$ cat src/rtl/mem_burst_master.sv
// Burst master: turns one command into 1..16 sequential word accesses on a synchronous single-port memory.
// Latency: writes take 1 beat/cycle after the accept cycle; reads take 2 cycles/beat (address cycle + data cycle).
// Backpressure: wr_valid low stalls a write beat; rd_ready low holds rd_data stable by holding mem_addr.
module mem_burst_master #(
    parameter int DATA_W    = 32,
    parameter int MEM_DEPTH = 512,
    localparam int ADDR_W   = $clog2(MEM_DEPTH)
) (
    input  logic              clk,
    input  logic              rst,

    // Command channel
    input  logic              cmd_valid,
    output logic              cmd_ready,
    input  logic              cmd_we,
    input  logic [ADDR_W-1:0] cmd_addr,
    input  logic [3:0]        cmd_len,

    // Write-beat stream
    input  logic              wr_valid,
    output logic              wr_ready,
    input  logic [DATA_W-1:0] wr_data,

    // Read-beat stream
    output logic              rd_valid,
    input  logic              rd_ready,
    output logic [DATA_W-1:0] rd_data,
    output logic              rd_last,

    output logic              busy,

    // Memory side (synchronous single-port RAM)
    output logic              mem_we,
    output logic [ADDR_W-1:0] mem_addr,
    output logic [DATA_W-1:0] mem_wdata,
    input  logic [DATA_W-1:0] mem_rdata
);

    typedef enum logic [1:0] {
        S_IDLE      = 2'd0,
        S_WRITE     = 2'd1,
        S_READ_ADDR = 2'd2,
        S_READ_DATA = 2'd3
    } state_t;

    state_t            r_state;
    state_t            w_state_nxt;

    // Burst context: current word address and beats still to go after the current one.
    logic [ADDR_W-1:0] r_addr;
    logic [3:0]        r_beats;

    logic              w_accept;
    logic              w_beat_done;
    logic              w_last_beat;
    logic [ADDR_W-1:0] w_addr_inc;

    // The current beat is the final one once no further beats remain.
    assign w_last_beat = (r_beats == 4'd0);

    // Explicit wrap so a non-power-of-two depth still rolls over at the top word.
    assign w_addr_inc = (r_addr == ADDR_W'(MEM_DEPTH - 1)) ? '0 : (r_addr + ADDR_W'(1));

    // State register; reset aborts any burst immediately.
    always_ff @(posedge clk or posedge rst) begin
        if (rst) begin
            r_state <= S_IDLE;
        end else begin
            r_state <= w_state_nxt;
        end
    end

    // Burst context: load on accept, advance address and count on every completed beat.
    always_ff @(posedge clk or posedge rst) begin
        if (rst) begin
            r_addr  <= '0;
            r_beats <= '0;
        end else if (w_accept) begin
            r_addr  <= cmd_addr;
            r_beats <= cmd_len;
        end else if (w_beat_done) begin
            r_addr <= w_addr_inc;
            // Stop at zero so the count reads 0 between bursts.
            if (!w_last_beat) begin
                r_beats <= r_beats - 4'd1;
            end
        end
    end

    // Next-state and all outputs; everything is zero unless the current state drives it.
    always_comb begin
        w_state_nxt = r_state;
        w_accept    = 1'b0;
        w_beat_done = 1'b0;
        cmd_ready   = 1'b0;
        busy        = 1'b1;
        wr_ready    = 1'b0;
        rd_valid    = 1'b0;
        rd_data     = '0;
        rd_last     = 1'b0;
        mem_we      = 1'b0;
        mem_addr    = '0;
        mem_wdata   = '0;

        case (r_state)
            S_IDLE: begin
                cmd_ready = 1'b1;
                busy      = 1'b0;
                if (cmd_valid) begin
                    w_accept    = 1'b1;
                    w_state_nxt = cmd_we ? S_WRITE : S_READ_ADDR;
                end
            end

            S_WRITE: begin
                // Write strobe follows wr_valid directly so a stalled beat never touches memory.
                wr_ready  = 1'b1;
                mem_we    = wr_valid;
                mem_addr  = r_addr;
                mem_wdata = wr_data;
                if (wr_valid) begin
                    w_beat_done = 1'b1;
                    if (w_last_beat) begin
                        w_state_nxt = S_IDLE;
                    end
                end
            end

            S_READ_ADDR: begin
                // Present the address; the RAM returns the word on the next cycle.
                mem_addr    = r_addr;
                w_state_nxt = S_READ_DATA;
            end

            S_READ_DATA: begin
                // Keeping mem_addr on the same word re-reads it every edge, so rd_data holds under backpressure.
                rd_valid = 1'b1;
                rd_data  = mem_rdata;
                rd_last  = w_last_beat;
                mem_addr = r_addr;
                if (rd_ready) begin
                    w_beat_done = 1'b1;
                    w_state_nxt = w_last_beat ? S_IDLE : S_READ_ADDR;
                end
            end

            default: begin
                w_state_nxt = S_IDLE;
            end
        endcase
    end

endmodule

$ cat config.mk
export PLATFORM = sky130hd
export DESIGN_NAME = mem_burst_master
export DESIGN_NICKNAME = d
export VERILOG_FILES = /design/src/rtl/mem_burst_master.sv
export SDC_FILE = /design/constraint.sdc
export NUM_CORES = 1
export LEC_CHECK = 0
export CAP_MARGIN = 20
export CORE_ASPECT_RATIO = 1.2
export CORE_UTILIZATION = 26
export CTS_CLUSTER_DIAMETER = 30
export DETAILED_ROUTE_END_ITERATION = 7
export MAX_ROUTING_LAYER = met4
export PLACE_DENSITY = 0.9
export SETUP_SLACK_MARGIN = 0.05
export SKIP_CTS_REPAIR_TIMING = 1
export SKIP_LAST_GASP = 1
export SYNTH_ARGS = -nofsm -noshare
export SYNTH_HDL_FRONTEND = slang
export SYNTH_SLANG_ARGS = --single-unit
$ cat constraint.sdc
create_clock -name clk -period 2 [get_ports clk]
set_clock_uncertainty 0.1 [all_clocks]
set_input_delay 0.4 -clock clk [delete_from_list [all_inputs] [get_ports clk]]
set_output_delay 0.4 -clock clk [all_outputs]
set_load 0.01 [all_outputs]
==> results.json, run 1 <==
{
  "grt_pass1_wl_um": 9610,
  "htreeDepth": 1,
  "fin_crit_sh": 1.08,
  "ant_nets": 0,
  "multi_input_area_mm2": 0.00114,
  "arrival_ps": 1660,
  "via_per_inst": 5.24,
  "worstMarginPinSlew_ps": 356,
  "seq_area_um2": 378,
  "fmax_mhz": 462,
  "core_mm2": 0.00563,
  "final_area_mm2": 0.00410,
  "cts_buffer_depth": 2,
  "whs_ps": 363,
  "fin_total_pwr_uw": 4460,
  "worstSkewPairLatency_ps": 250,
  "vias": 2450,
  "status": "finished, violations left",
  "clock_sinks": 15,
  "wl_um": 7960,
  "setup_viol": 22,
  "cts_buffers": 3,
  "root_buffer": "clkbuf_8",
  "power.density_mw_per_mm2": 1090,
  "synth_cell_types": 31,
  "worst_slack_ps": -164,
  "utilization": 0.727,
  "critical_path_class": "reg -> out",
  "drc": 0,
  "grt.busiest_layer": "met2",
  "synth_warnings": 0,
  "syn_area_mm2": 0.00151,
  "setup_tns_ps": -691,
  "ys_seq_area_frac": 0.248,
  "pin_count": 162,
  "area_growth_pct": 171,
  "drt_first_pass_iters": 6,
  "rsz0062_at_grt": "true",
  "drive_gt1_frac": 0.193,
  "first_global_vias": 2113,
  "maxCapViolCount": 0,
  "antenna_found_initial": 0,
  "std_cell_rows": 30,
  "relSlewSlack": 0.762,
  "nNetsFinal": 492,
  "n_antenna_cell": 0,
  "grt_use_met1": 0.220,
  "min_period_ps": 2160,
  "die_w_um": 71.6,
  "violations": "negative setup slack",
  "ir_drop_v": 0.000690,
  "post_dp_cell_area_mm2": 0.00332,
  "met2_usage": 0.364,
  "hold_class": "in -> async",
  "drtIter0Drc": 157,
  "overflow": 0,
  "synth-seq-cells": 15,
  "cp.required_ps": 1500,
  "start_util": 0.269,
  "crit_fanout": 17,
  "gp_congestion": 0.791,
  "grt_max_degree": 36,
  "leakage_uw": 0.00279,
  "clk_pin_slew_ps": 70,
  "synth_fp_nets": 290,
  "die_area_mm2": 0.00613,
  "drv_slew": 0,
  "track_usage": 0.198,
  "synth_area_per_cell_um2": 7.45,
  "cts_tree": "done",
  "endpoint_kind": "output pin",
  "fill_cells": 367,
  "syn-instance-count": 203,
  "routedWlPerCell_um": 17.0,
  "chipHeight_um": 85.6,
  "place_hpwl_um": 4890,
  "use_met3": 0.0259,
  "numPortBuffers": 161,
  "crit_path_start_kind": "flop",
  "hold_viol": 0
}
[layout by cell type (no fill, tap or decap), types with 2 or more instances in the layout]
cell type        count
buf_8                2
inv_1                7
dfrtp_2              2
a32oi_1              2
nor2_4               2
buf_6               10
a21oi_2              3
ha_1                 3
nand3_1              2
clkbuf_16            5
o21ai_0              4
nor3_1               6
nor2b_1              8
clkbuf_8             3
and3_1              34
o22ai_1              2
nand2_1              8
nor4_4               2
nand3b_1             2
dfrtp_1             13
a211oi_1             2
dlymetal6s2s_1      76
nor3b_1              2
o21ai_1             14
and2_1              36
buf_12               6
nor3b_4              2
buf_4               31
a22oi_1              2
a21oi_1              8
clkdlybuf4s50_1     85
nor2_1               4
[Yosys cell counts (all sizes together)]
library cell / instances / area, um2
a211oi: 3 / 22.5
buf: 7 / 48.8
o21ai: 19 / 95.1
a22oi: 2 / 15.0
ha: 4 / 50.1
and2: 36 / 225
nor3b: 4 / 41.3
clkbuf: 11 / 41.3
nand2: 8 / 30.0
and3: 34 / 213
o22ai: 2 / 12.5
mux2: 1 / 15.0
a32oi: 2 / 17.5
nor4: 3 / 18.8
a311oi: 2 / 17.5
dfrtp: 15 / 375
nand4: 1 / 6.26
nor2b: 9 / 56.3
nor2: 7 / 26.3
nand3b: 2 / 15.0
nor4b: 2 / 17.5
inv: 7 / 26.3
nand3: 2 / 10.0
mux2i: 1 / 10.0
a21oi: 12 / 71.3
nor3: 7 / 35.0
[cell type report]
class,count,share of cell area
clock buffers,4,0.0110
inverters,7,0.00642
flip-flops and latches,15,0.0923
multi-input cells,163,0.279
well taps,64,0.0196
repair buffers,215,0.592
[through the flow]
step	cells	setup WS, ps
floorplan	203	95.9
global placement	432	-79.6
detailed placement	432	-134
CTS	436	-412
global route	468	-209
finish	468	-164
[worst max-delay path, stage by stage (launching register included)]
cell,delay [ps]
dfrtp_2,440
nor2b_4,150
buf_12,140
and2_1,140
clkdlybuf4s50_1,530
[sequential cells by signal, summed over array words and instances (netlist names)]
signal,count
r_beats,4
r_state,2
r_addr,9
[routing by layer]
layer | wire [um] | up-vias
li1 | - | 1118
met1 | 2720 | 1146
met2 | 4460 | 157
met3 | 556 | 29
met4 | 226 | 0
met5 | 0 | -
[cells by family (layout without fill, tap and decap cells)]
group | count (synthesis) | after routing | share of synthesized area
compound gates | 42 | 42 | 0.166
fa+ha+maj | 4 | 4 | 0.0331
buf+inv | 25 | 226 | 0.0769
flops | 15 | 15 | 0.248
mux | 2 | 2 | 0.0165
simple gates | 115 | 115 | 0.459
[path summary, 6_finish.rpt]
check / from / endpoint / slack [ps] / cells past startpoint
worst max-delay path: r_state[1] / mem_wdata[29] / -160 / 4
worst min-delay path: rst / r_addr[3] / 360 / 3
worst max register to register: r_state[1] / r_addr[0] / -40 / 9
worst min register to register: r_addr[8] / r_addr[8] / 500 / 2
max in group asynchronous: rst / r_state[0] / 1230 / 3
min in group clk: r_addr[8] / r_addr[8] / 500 / 2
[report_power, final]
part           internal, uW  switching [uW]
Sequential              446             192
Clock                   141             115
Combinational          2090            1470
Total                  2680            1780
Note: power is estimated with default switching activity, not from simulation.
==> inputs of run 2 (changes only) <==
--- a/config.mk
+++ b/config.mk
@@ -15,6 +15,7 @@
 export SETUP_SLACK_MARGIN = 0.05
 export SKIP_CTS_REPAIR_TIMING = 1
 export SKIP_LAST_GASP = 1
+export SLEW_MARGIN = 40
 export SYNTH_ARGS = -nofsm -noshare
 export SYNTH_HDL_FRONTEND = slang
 export SYNTH_SLANG_ARGS = --single-unit
==> results of run 2 <==
Final layout, timing and power as in run 1 (identical DEF).
==> inputs of run 3 (changes only) <==
--- a/config.mk
+++ b/config.mk
@@ -11,7 +11,7 @@
 export CTS_CLUSTER_DIAMETER = 30
 export DETAILED_ROUTE_END_ITERATION = 7
 export MAX_ROUTING_LAYER = met4
-export PLACE_DENSITY = 0.9
+export PLACE_DENSITY = 0.84
 export SETUP_SLACK_MARGIN = 0.05
 export SKIP_CTS_REPAIR_TIMING = 1
 export SKIP_LAST_GASP = 1
==> run 3 against run 2 <==
Effect of this change:
- routed wire length fell by 25%
- the run still ends with negative setup slack left
- flip-flop and latch count did not move
- global-route usage fell by 1.3 points
==> results.json, run 3 (synthesized netlist as in run 1, its figures left out) <==
{
  "cts_tree": "done",
  "fill_cells": 457,
  "worstSkewPairLatency_ps": 260,
  "wl_met1_um": 2440,
  "crit_fanout": 34,
  "area_growth_pct": 136,
  "htreeDepth": 1,
  "p_switching_uw": 1490,
  "critical_path_class": "reg -> out",
  "worstMarginPinSlew_ps": 620,
  "fin_crit_sh": 1.09,
  "critPathMaxStageDelay_ps": 530,
  "setup_viol": 46,
  "routedWlPerCell_um": 13.4,
  "final_cell_mix": "clkdlybuf4s50_1, and2_1, and3_1",
  "maxCapViolCount": 0,
  "cp.required_ps": 1500,
  "clock_power_share": 0.069,
  "final_area_mm2": 0.00357,
  "dr_wl_met2_um": 3090,
  "std_cell_rows": 30,
  "power.density_mw_per_mm2": 1050,
  "critPathSlowestCell": "clkdlybuf4s50_1",
  "relSlewSlack": 0.586,
  "top_layer": "met4",
  "gp_congestion": 0.813,
  "crit_chain": "nor2b_2, buf_12, and2_1, clkdlybuf4s50_1",
  "largest_reg_flops": 9,
  "grt_max_degree": 35,
  "drive_gt1_frac": 0.118,
  "overflow": 0,
  "arrival_ps": 1680,
  "worst_slack_ps": -183,
  "hold_class": "in -> async",
  "hold_viol": 0,
  "fin_cells": 445,
  "die_w_um": 71.6,
  "via_per_inst": 4.80,
  "utilization": 0.634,
  "dp_cells": 433,
  "drv_slew": 0,
  "antenna_found_initial": 0,
  "endpoint_kind": "output pin",
  "first_global_vias": 1985,
  "path_buf_inv": 2,
  "violations": "negative setup slack",
  "met3_length_um": 359,
  "netSwitchingFraction": 0.397,
  "crit_path_start_kind": "flop",
  "start_util": 0.269,
  "ant_nets": 0,
  "cts_buffer_depth": 2,
  "numPortBuffers": 161,
  "chipHeight_um": 85.6,
  "drc": 0,
  "p_comb_frac": 0.773,
  "die_area_mm2": 0.00613,
  "fmax_mhz": 458,
  "clk_pin_slew_ps": 70,
  "wl_um": 5980,
  "place_hpwl_um": 4570,
  "top_register": "r_addr",
  "post_dp_cell_area_mm2": 0.00331,
  "nNetsFinal": 469,
  "rsz0062_at_grt": "true",
  "leakage_uw": 0.00192,
  "ir_drop_v": 0.000697,
  "pin_count": 162,
  "grt_pass1_wl_um": 8940,
  "cts_buffers": 3,
  "drtIter0Drc": 85,
  "crit_family": "buffers and inverters",
  "drt_first_pass_iters": 4,
  "min_period_ps": 2180,
  "top_regs": "r_addr x9, r_beats x4, r_state x2",
  "layout_commonest_cell": "clkdlybuf4s50_1",
  "track_usage": 0.185,
  "vias": 2137,
  "n_antenna_cell": 0,
  "dp_slack_ps": -69.6,
  "p_int_uw": 2270,
  "status": "finished, violations left",
  "p_seq_frac": 0.158,
  "clock_sinks": 15,
  "root_buffer": "clkbuf_8",
  "core_mm2": 0.00563
}
[run 3: layout make-up]
type,instances,area [um2],share of cell area
clock inverter,1,5.00,0.00140
sequential,15,375,0.105
timing repair buffer,192,1970,0.552
inverter,7,26.3,0.00737
multi-input combinational,163,1070,0.300
clock buffer,3,41.3,0.0116
tap,64,80.1,0.0224
[run 3: metrics by stage]
stage          TNS [ps]  hold WS, ps  total power (uW)
5_1_grt          -10120          483              4060
3_5_place_dp      -1200          442              3400
2_1_floorplan         0          201              1860
6_report          -7240          425              3760
4_1_cts          -14790          447              3680
3_3_place_gp      -1040          426              3340
[run 3: metal layers]
| metal | vias up | GRT usage |
|---|---|---|
| met5 | - | - |
| met1 | 957 | 0.212 |
| li1 | 1069 | - |
| met4 | 0 | 0.0570 |
| met3 | 9 | 0.0294 |
| met2 | 102 | 0.328 |
[run 3: power by group through the flow]
stage | combinational [uW] | clock (uW) | sequential [uW]
2_1_floorplan | 1290 | 0 | 572
3_3_place_gp | 2780 | 0 | 566
3_5_place_dp | 2820 | 0 | 577
4_1_cts | 2840 | 263 | 571
5_1_grt | 3170 | 280 | 613
6_report | 2910 | 260 | 593
[run 3: worst paths after layout]
check                                end  cells after the start  slack [ps]       start
setup / recovery           mem_wdata[24]                      4        -180  r_state[1]
hold / removal                 r_addr[0]                      2         430         rst
setup reg to reg               r_addr[4]                      8         130  r_state[1]
hold reg to reg                r_addr[7]                      2         470   r_addr[7]
max in group asynchronous      r_addr[6]                      2         980         rst
min in group clk               r_addr[7]                      2         470   r_addr[7]
==> patch 1, RTL diff (flow settings as in run 3) <==
Re-encode `state_t` (4 states) as one-hot, 4 bits wide.
--- a/src/rtl/mem_burst_master.sv
+++ b/src/rtl/mem_burst_master.sv
@@ -36,11 +36,11 @@
     input  logic [DATA_W-1:0] mem_rdata
 );
 
-    typedef enum logic [1:0] {
-        S_IDLE      = 2'd0,
-        S_WRITE     = 2'd1,
-        S_READ_ADDR = 2'd2,
-        S_READ_DATA = 2'd3
+    typedef enum logic [3:0] {
+        S_IDLE      = 4'b0001,
+        S_WRITE     = 4'b0010,
+        S_READ_ADDR = 4'b0100,
+        S_READ_DATA = 4'b1000
     } state_t;
 
     state_t            r_state;
Formal check against the unedited RTL: same outputs for any inputs over 10 cycles, from zero or initial values and one cycle with rst high; not proved beyond that.
==> patch 1 against run 3 <==
The run still ends with negative setup slack left; hold slack got worse by 0.065 ns; final cell count rose by 13%; sequential cell count grew 2; largest cell class unchanged; utilization grew 1.8 points; non-clock buffer count increased by 23; total power decreased by 6.4%; wire length up 33%; count of clock-buffer cells in the layout did not move; worst setup slack lost 0.23 ns; global-route usage fell by 0.12 points; combinational power fell by 13%; design area rose by 11%; largest power group unchanged; synthesized area is 8.6% higher; critical path depth increased by 1.
==> patch 1: results (changes against run 3) <==
Final Setup Violations 87 (+89%); Tot GR Track Use 18.38% (-0.12 points); Final GP Congestion 0.8246 (+1.4%); Total Power 3.518 mW (-6.4%); xor and xnor area share after synthesis 1.066% (+1.1 points); fillers 494 (+8.1%); Placed Cells incl. Taps 469 (+8.3%); layout cells sized above 1 30.95% (+19 points); top flop regs r_addr x9, r_beats x4, r_state x4; WL met2 4.394 mm (+42%); pre-CTS setup slack -0.3718 ns (-0.3023 ns); total wire length 7.970 mm (+33%); Area contributors post-synth and2_1 29%, dfrtp_1 24%, a31oi_1 4.2%; outcome finished, violations left; final setup margin -0.4168 ns (-0.2335 ns); wire length per cell 15.88 um (+18%); compound-cell area share of the yosys netlist 12.64% (-4.0 points); register area share after synthesis 25.97% (+1.2 points); via count 2455 (+15%); NumNets Final 508 (+8.3%); failing checks negative setup slack; CP max FO 35 (+2.9%); Post-Syn Instances 216 (+6.4%); Post-Syn Nets 303 (+4.5%); largest net degree at the start of global routing 36 (+2.9%)
==> patch 1: cell types whose count changed in the layout (fill, tap and decap cells not counted), moves of 16 or more <==
cell,before,now
buf_6,6,35
and2_1,36,60
dlymetal6s2s_1,33,8
and2_4,0,16
and3_1,34,2
==> patch 1: cell families (layout without fill, tap and decap cells) <==
kind of cell	Yosys count	count (layout)
xor gates and xnor gates	2	2
buffers and inverters	22	224
AOI/OAI and AO/OA	33	35
adders and majority gates	4	4
DFF	17	17
muxes	2	2
and+or+nand+nor	136	136
==> patch 1: final cells by class <==
type | count | area (um2) | area share [%]
Timing Repair Buffer | 215 | 2091 | 53.00
Multi-Input combinational cell | 179 | 1256 | 31.84
Sequential cell | 17 | 430.4 | 10.91
Tap cell | 82 | 102.6 | 2.601
Clock buffer | 3 | 41.29 | 1.047
Inverter | 5 | 18.77 | 0.4757
Clock inverter | 1 | 5.005 | 0.1269
==> patch 1: worst paths after layout <==
path / start / endpoint / slack [ns] / cells after the start
worst max-delay path: r_state[0]$_DFFE_PP1P_ / rd_data[5] / -0.42 / 5
worst min-delay path: rst / r_state[3]$_DFFE_PP0P_ / 0.36 / 3
worst max register to register: r_state[3]$_DFFE_PP0P_ / r_addr[1]$_DFFE_PP0P_ / -0.13 / 8
worst min register to register: r_beats[1]$_DFFE_PP0P_ / r_beats[1]$_DFFE_PP0P_ / 0.50 / 2
max in group asynchronous: rst / r_state[0]$_DFFE_PP1P_ / 1.18 / 3
min in group clk: r_beats[1]$_DFFE_PP0P_ / r_beats[1]$_DFFE_PP0P_ / 0.50 / 2
==> patch 1: worst min-delay path: stages <==
cell and delay (ns):
clkdlybuf4s50_1 0.40, inv_1 0.05, buf_4 0.24
==> patch 2, RTL diff (config.mk and constraints of run 3) <==
Without the edit above. Change the parameter `DATA_W` from 32 to 40.
--- a/src/rtl/mem_burst_master.sv
+++ b/src/rtl/mem_burst_master.sv
@@ -2,7 +2,7 @@
 // Latency: writes take 1 beat/cycle after the accept cycle; reads take 2 cycles/beat (address cycle + data cycle).
 // Backpressure: wr_valid low stalls a write beat; rd_ready low holds rd_data stable by holding mem_addr.
 module mem_burst_master #(
-    parameter int DATA_W    = 32,
+    parameter int DATA_W    = 40,
     parameter int MEM_DEPTH = 512,
     localparam int ADDR_W   = $clog2(MEM_DEPTH)
 ) (
Interface: changed (resized mem_rdata, mem_wdata, rd_data and wr_data); port bits go from 162 to 194. The function was not compared with the original's and may differ.
==> patch 2 against run 3 <==
The run still ends with negative setup slack left; design area increased by 20%; first-iteration DRC count increased by 45%; wire length increased by 45%; total power increased by 14%; worst setup slack got worse by 0.028 ns; sequential cell count unchanged; final cell count increased by 18%; synthesized area increased by 6.0%.
==> patch 2: results (changes against run 3) <==
fin cells 523 (+18%); most frequent cells after synthesis 43 x and2_1, 42 x and3_1, 18 x clkbuf_1, 15 x dfrtp_1, 12 x nand3_1; top flop regs r_addr x9, r_beats x4, r_state x2; Pre-antenna DRT Iters 4 (unchanged); NumNets Final 547 (+17%); CP max FO 16 (-53%); Placed Cells incl. Taps 510 (+18%); clk slew on worst S/H paths 0.06 ns; register area share after synthesis 23.42% (-1.4 points); Non-Clock Buffer Count 237 (+23%); mux cell area share after synthesis 2.186% (+0.53 points); Pleak 3.081 nW (+60%); vias in the first global route 2248 (+13%); Tot GR Track Use 22.79% (+4.3 points); xor and xnor area share after synthesis 0.5464% (+0.55 points); Async SR Flop Fraction 100.0% (unchanged); first-pass GRT wire length 10.94 mm (+22%); initial antenna violation count 0 (unchanged); Worst Path Arrival 1.71 ns (+0.03 ns); port bufs 193 (+20%); failing checks negative setup slack; Final GP Congestion 0.9670 (+19%); Final Setup Violations 10 (-78%); final HPWL from detailed placement 6.789 mm (+49%); Max H-tree Level 1 (unchanged); max_slew headroom 60.21% (+1.6 points); fillers 450 (-1.5%); largest net degree at the start of global routing 41 (+17%); clock buffers 4 (+1); Area contributors post-synth dfrtp_1 23%, and2_1 17%, and3_1 16%; sequential fraction of total cell area 8.817% (-1.7 points); clock sinks 15 (unchanged); inverter count 5 (-2); wire length per cell 16.54 um (+23%); fraction of area in multi-input gates 27.21% (-2.8 points); layout cells sized above 1 12.42% (+0.60 points); HP Class input pin to asynchronous set/reset pin; DRT iter0 DRCs 123 (+45%); final setup margin -0.2116 ns (-0.02828 ns); worst vdd ir 0.5924 mV (-15%); Clock buf/inv share 1.054% (-0.24 points); Antenna diodes 0 (unchanged); worst skew pair latency 0.25 ns; Post-Synth Adder-Cell Area 3.123% (-0.19 points); Post-Syn Nets 324 (+12%); Top delay family on crit path buffers and inverters; Num CTS Buffers 3 (unchanged); outcome finished, violations left; Synth cell types 36 (+16%); synthesized area per cell 7.252 um2 (-2.7%); NonClk Buf Share 60.13% (+4.9 points); Critical-path top delay cell clkdlybuf4s50_1; YS warnings 0 (unchanged); comb_multi_in 182 (+12%); CTS Root Cell clkbuf_8; compound-cell area share of the yosys netlist 12.49% (-4.1 points); DR vias/cell 4.744 (-1.2%)
-- patch 2: changes by cell type after synthesis, moves of 5 or more --
cell,change
a31oi_1,+5
and2_1,+7
and3_1,+8
clkbuf_1,+7
nand3_1,+10
nor3_1,-5
o21ai_0,-12
-- patch 2: metal layers --
| metal | part of all wire (%) | vias to the layer above | GRT usage (%) |
|---|---|---|---|
| met5 | 0 | - | - |
| met4 | 1.0 | 0 | 2.098 |
| met3 | 9.2 | 11 | 4.028 |
| met2 | 53 | 133 | 43.20 |
| met1 | 36 | 1128 | 25.35 |
| li1 | - | 1209 | - |
-- patch 2: final timing paths --
path                       slack, ns                      to  depth (start not counted)                   start
setup / recovery               -0.21           mem_wdata[12]                          4  r_state[1]$_DFFE_PP0P_
hold / removal                  0.41  r_beats[2]$_DFFE_PP0P_                          2                     rst
setup reg to reg                0.16   r_addr[7]$_DFFE_PP0P_                          5  r_state[1]$_DFFE_PP0P_
hold reg to reg                 0.54  r_beats[3]$_DFFE_PP0P_                          2  r_beats[3]$_DFFE_PP0P_
max in group asynchronous       0.96  r_state[1]$_DFFE_PP0P_                          2                     rst
min in group clk                0.54  r_beats[3]$_DFFE_PP0P_                          2  r_beats[3]$_DFFE_PP0P_
-- patch 2: stage by stage --
step                      util (%)  worst slack, ns  power [mW]  instance area (um2)  setup TNS, ns
after floorplan                  -           0.1468       1.989                 1603              0
after global placement       66.86          -0.1568       3.891                 3865         -2.290
after detailed placement     66.86          -0.1715       3.969                 3865         -2.912
after CTS                    67.64          -0.4490       4.240                 3910         -19.97
after global routing         73.90          -0.2472       4.579                 4272         -1.944
final                        73.90          -0.2116       4.278                 4272         -1.145
-- patch 2: power breakdown --
part           leakage [nW]  internal, mW  switching, mW
combinational          2.88          1.99           1.45
sequential            0.175         0.459          0.128
clock                0.0228         0.141          0.114
